<file path="src/rtl/sw_debounce.sv">
// rtl/sw_debounce.sv - per-channel 2-flop synchronizer plus stable-count debouncer with edge pulses
module sw_debounce #(
  parameter int N             = 2,
  parameter int STABLE_CYCLES = 4,
  parameter int CNT_W         = 16
) (
  input  logic         clk,
  input  logic         rst,
  input  logic [N-1:0] raw_i,
  output logic [N-1:0] level_o,
  output logic [N-1:0] rise_o,
  output logic [N-1:0] fall_o,
  output logic         chg_o
);

  // Count value on which the pending level is accepted.
  localparam logic [CNT_W-1:0] TERM = CNT_W'(STABLE_CYCLES - 1);

  // Refuse to build when the counter cannot reach the terminal value.
  generate
    if (STABLE_CYCLES < 1 || (CNT_W < 31 && STABLE_CYCLES > (1 << CNT_W))) begin : g_bad_param
      $error("sw_debounce: STABLE_CYCLES must be >= 1 and fit in CNT_W bits");
    end
  endgenerate

  logic [N-1:0] r_s1;
  logic [N-1:0] r_s2;
  logic [N-1:0] r_level;
  logic [N-1:0] r_rise;
  logic [N-1:0] r_fall;
  logic         r_chg;
  logic [CNT_W-1:0] r_cnt [N];

  logic [N-1:0] w_level_nxt;
  logic [N-1:0] w_rise_nxt;
  logic [N-1:0] w_fall_nxt;
  logic         w_chg_nxt;
  logic [CNT_W-1:0] w_cnt_nxt [N];

  // Next-state per channel: state is implied by s2 != level (COUNT) or s2 == level (IDLE).
  always_comb begin
    w_level_nxt = r_level;
    w_rise_nxt  = '0;
    w_fall_nxt  = '0;
    for (int i = 0; i < N; i++) begin
      w_cnt_nxt[i] = '0;
      if (r_s2[i] != r_level[i]) begin
        if (r_cnt[i] == TERM) begin
          w_level_nxt[i] = r_s2[i];
          w_rise_nxt[i]  = r_s2[i];
          w_fall_nxt[i]  = ~r_s2[i];
        end else begin
          w_cnt_nxt[i] = r_cnt[i] + CNT_W'(1);
        end
      end
    end
    w_chg_nxt = |(w_rise_nxt | w_fall_nxt);
  end

  // Synchronizer, counters, level and registered pulses; a reset discards any partial count.
  always_ff @(posedge clk) begin
    if (rst) begin
      r_s1    <= '0;
      r_s2    <= '0;
      r_level <= '0;
      r_rise  <= '0;
      r_fall  <= '0;
      r_chg   <= 1'b0;
      for (int i = 0; i < N; i++) begin
        r_cnt[i] <= '0;
      end
    end else begin
      r_s1    <= raw_i;
      r_s2    <= r_s1;
      r_level <= w_level_nxt;
      r_rise  <= w_rise_nxt;
      r_fall  <= w_fall_nxt;
      r_chg   <= w_chg_nxt;
      for (int i = 0; i < N; i++) begin
        r_cnt[i] <= w_cnt_nxt[i];
      end
    end
  end

  assign level_o = r_level;
  assign rise_o  = r_rise;
  assign fall_o  = r_fall;
  assign chg_o   = r_chg;

endmodule

</file>
<file path="config.mk">
export PLATFORM = sky130hd
export DESIGN_NAME = sw_debounce
export DESIGN_NICKNAME = d
export VERILOG_FILES = /design/src/rtl/sw_debounce.sv
export SDC_FILE = /design/constraint.sdc
export NUM_CORES = 1
export LEC_CHECK = 0
export CAP_MARGIN = 20
export CORE_UTILIZATION = 40
export CTS_CLUSTER_SIZE = 14
export DETAILED_ROUTE_END_ITERATION = 16
export GPL_TIMING_DRIVEN = 1
export PLACE_DENSITY_LB_ADDON = 0.12
export REMOVE_ABC_BUFFERS = 1
export SLEW_MARGIN = 10
export SYNTH_ARGS = -nofsm -noshare
export SYNTH_HDL_FRONTEND = slang
export SYNTH_SLANG_ARGS = --single-unit
</file>
<file path="constraint.sdc">
create_clock -name clk -period 3.8 [get_ports clk]
set_clock_uncertainty 0.2 [all_clocks]
set_input_delay 0.76 -clock clk [delete_from_list [all_inputs] [get_ports clk]]
set_output_delay 0.76 -clock clk [all_outputs]
set_load 0.01 [all_outputs]
</file>
# Yosys cells after proc, flatten, opt, wreduce, memory -nomap -nowiden
# Memory sizes are Yosys's and may differ from the RTL's.
# Cells that the tools add are included.
[totals]
mem_count = 1
elab_cells = 39
out_inout_bits = 7
ram_bits = 32
ff_bits = 11
[mem_list]
columns = ["memory", "words", "width", "read_ports", "rd_ports_with_merged_regs", "wr", "line", "rtl"]
rows = [
  ["r_cnt", 2, 16, 2, 0, 2, "32", "logic [CNT_W-1:0] r_cnt [N];"],
]
[classes]
n_reduce_logical = 3
n_bitwise = 5
n_eq_ne = 4
mux = 17
addsub = 2
[op_table]
columns = ["cell", "count"]
rows = [
  ["16-bit 2-to-1 mux", 6],
  ["16-bit by 1-bit adder with 16-bit output (second input constant)", 2],
  ["16-bit by 2-bit equality test with 1-bit output (second input constant)", 2],
  ["1-bit 2-to-1 mux", 11],
  ["2-bit AND reduction", 2],
  ["1-bit inequality test", 2],
  ["1-bit NOT", 2],
  ["1-bit OR", 2],
  ["2-bit OR", 1],
  ["2-bit OR reduction", 1],
]

# Longest topological paths before layout
[logic_depth]
ltp_word = 5
mapped_depth = 6

# Worst setup path before layout
# Ideal clock, no wire load.
[synth_timing]
path_type = "register -> register"
start = "memory r_cnt[0][0]"
end = "memory r_cnt[0][10]"
setup_slack_ns = 1.958
arrival_time_ns = 1.525
setup_ns = 0.117
stages_incl_launch_ff = 7
n_path_buf = 1
path_cell_list = "dfxtp_1 > ha_1 > nor4b_1 > nand4_1 > nand2_1 > buf_2 > nor2_1"
[synth_lines]
columns = ["element", "line"]
rows = [
  ["start: declaration", "32"],
]

# Final worst setup path
[layout_timing]
start = "register r_level[0] (netlist: level_o[0])"
end = "output port level_o[0]"
[layout_lines]
columns = ["element", "line", "rtl"]
rows = [
  ["start: declaration", "28", "logic [N-1:0] r_level;"],
  ["start signal: assignment", "75", "r_level <= w_level_nxt;"],
  ["end: declaration", "10", "output logic [N-1:0] level_o,"],
]
# No word-level cell between the ends.

==> impl_metrics.env <==
export IMPL_first_pass_iters=4
export IMPL_cpMaxStageDelayCell="clkdlybuf4s50_1"
export IMPL_post_cts_buffers=0
export IMPL_die_w_microns=68.5
export IMPL_num_vias=1350
export IMPL_gp_congestion=0.765
export IMPL_ctsHoldBuffers=0
export IMPL_min_period_over_period=0.593
export IMPL_yosys_top_cells_area="dfxtp_1 (49%), xnor2_1 (11%), nor2_1 (7.9%)"
export IMPL_place_hpwl_microns=2250
export IMPL_end_kind="output pin"
export IMPL_cts_buffers=5
export IMPL_synth_cell_types=26
export IMPL_ys_seq_area_frac=0.487
export IMPL_hold_viol=0
export IMPL_status="complete, no violations"
export IMPL_async_flop_share=0
export IMPL_viasPerCell=5.31
export IMPL_worstSetupStartpointType="flip-flop"
export IMPL_die_area_sq_mm=0.00469
export IMPL_instances_no_fill=254
export IMPL_ctsResizeCount=0
export IMPL_path_buf_inv=1
export IMPL_drc=0
export IMPL_gr_usage_all_layers=0.172
export IMPL_clkTransAtPathRegs_ps=80
export IMPL_cts_buffer_depth=2
export IMPL_holdWs_ps=251
export IMPL_clock_sinks=43
export IMPL_clk_latency_ps=300
export IMPL_maxCapViolations=0
export IMPL_tritoncts="done"
export IMPL_yosysTopAreaCell="dfxtp_1"
export IMPL_vdd_drop_max_mv=0.343
export IMPL_period_minus_slack_ps=2250
export IMPL_port_buffers=10
export IMPL_postRouteAntennaNets=0
export IMPL_slew_headroom=0.669
export IMPL_fin_setup_tns_ps=0
export IMPL_max_stage_delay_ps=570
export IMPL_h_tree_depth=2
export IMPL_synth_edf_count=0
export IMPL_rows=23
export IMPL_totalWireLength_microns=3240
export IMPL_slew_viol_final=0
export IMPL_grt_max_degree=16
export IMPL_clockRootBuffer="clkbuf_8"
export IMPL_avgSynthCellArea_sq_um=9.21
export IMPL_die_h_microns=68.5
export IMPL_wire_per_inst_microns=12.7
export IMPL_yosysWarningCount=0
export IMPL_critPathKind="flip-flop to output pin"
export IMPL_core_region_area_sq_mm=0.00412
export IMPL_hp_class="flip-flop to flip-flop"
export IMPL_worstPathRequired_ps=2840
export IMPL_cp_cell_sequence="clkdlybuf4s50_1"
export IMPL_dp_cells=246
export IMPL_nets=209
export IMPL_n_antenna_cell=0
export IMPL_antenna_found_initial=0
export IMPL_area_growth_pct=13.9
export IMPL_cp_max_fo=5
export IMPL_ys_flop_type="dfxtp_1"
export IMPL_fmax_mhz=444
export IMPL_final_util=0.490
export IMPL_grt_pass1_wl_microns=5870
export IMPL_path_delay_family="buffers and inverters"
export IMPL_yosysTopAreaCellShare=0.487
export IMPL_synth_common_cells="dfxtp_1 (43), nor2_1 (37), xnor2_1 (22)"
export IMPL_drt_iter0_markers=46
export IMPL_ys_ff_latch=43
export IMPL_yosysMostFrequentCell="dfxtp_1"
export IMPL_io_pins=11
export IMPL_arrival_ps=1290
export IMPL_leakage_nw=0.608
export IMPL_overflow=0
export IMPL_syn_instance_count=192
export IMPL_syn_cell_area_sq_mm=0.00177
export IMPL_powerDensity_mw_per_mm2=407
export IMPL_start_util=0.430
export IMPL_tightestPinTransition_ps=495
export IMPL_finalSetupViolations=0
export IMPL_grt_pass1_vias=1328
export IMPL_drive_above_1_share=0.0539
export IMPL_grt_setup_unrepaired="false"
==> per-stage QoR <==
step | setup slack (ps) | total power [W] | instance area (sq um)
final | 1550 | 0.000820 | 2010
after global routing | 1420 | 0.000851 | 2010
after CTS | 1540 | 0.000833 | 2010
after detailed placement | 1330 | 0.000476 | 1900
after global placement | 1380 | 0.000476 | 1900
after floorplan | 1980 | 0.000470 | 1740
==> cells in the final DEF (no fill, tap or decap), types with 5 or more instances in the layout <==
master,n
xnor2_1,22
clkbuf_8,5
nor2_1,37
nand2_1,11
nor3_1,8
dfxtp_1,43
xor2_1,7
nand4_1,9
nor4b_1,5
nand3_1,9
clkdlybuf4s50_1,10
nor4_1,13
==> flip-flops by register name (all words and copies together), names as in the netlist <==
signal	cells
r_s2	2
fall_o	2
level_o	2
chg_o	1
r_s1	2
rise_o	2
r_cnt	32
==> layout make-up <==
| cell class | instances | area, sq um |
|---|---|---|
| Tap cell | 50 | 62.6 |
| Clock inverter | 3 | 43.8 |
| Sequential cell | 43 | 861 |
| Inverter | 3 | 11.3 |
| Multi-Input combinational cell | 140 | 867 |
| Timing Repair Buffer | 10 | 100 |
| Fill cell | 400 | 2100 |
| Clock buffer | 5 | 68.8 |
==> power breakdown <==
group / switching [W] / internal [W]
clock network: 0.000159 / 0.000196
registers: 0.00000181 / 0.000453
logic: 0.00000584 / 0.00000503
total: 0.000167 / 0.000653
==> metal layers <==
metal  up-vias  part of all wire  global-route usage
li1        683                 -                   -
met1       636              0.50               0.216
met2        27              0.45               0.265
met3         4             0.042              0.0550
met4         0             0.010              0.0781
met5         -                 0                   0
==> final timing paths <==
check,startpoint,end,slack (ps),depth (start not counted)
min,r_s1[0]$_SDFF_PP0_,r_s2[0]$_SDFF_PP0_,250,1
min reg2reg,r_s1[0]$_SDFF_PP0_,r_s2[0]$_SDFF_PP0_,250,1
max reg2reg,r_cnt[0][0]$_SDFF_PP0_,r_cnt[0][9]$_SDFF_PP0_,1590,5
max,level_o[0]$_SDFFE_PP0P_,level_o[0],1550,1
==> logic make-up after synthesis <==
group | count (synthesis) | share of synthesized area
AO/OA/AOI/OAI | 3 | 0.0120
multiplexers | 2 | 0.0113
buffers and inverters | 9 | 0.0226
XOR/XNOR | 29 | 0.144
flip-flops | 43 | 0.487
adder cells (fa/ha/maj) | 2 | 0.0142
AND/OR/NAND/NOR | 104 | 0.309
==> worst register-to-register path, cell delays in order, from the launching register on <==
cell and delay [ps]:
dfxtp_1 430, ha_1 280, nor4b_1 260, nand4_1 310
nand2_1 500, nor2_1 100
No activity file was read; power rests on OpenSTA's default activity.
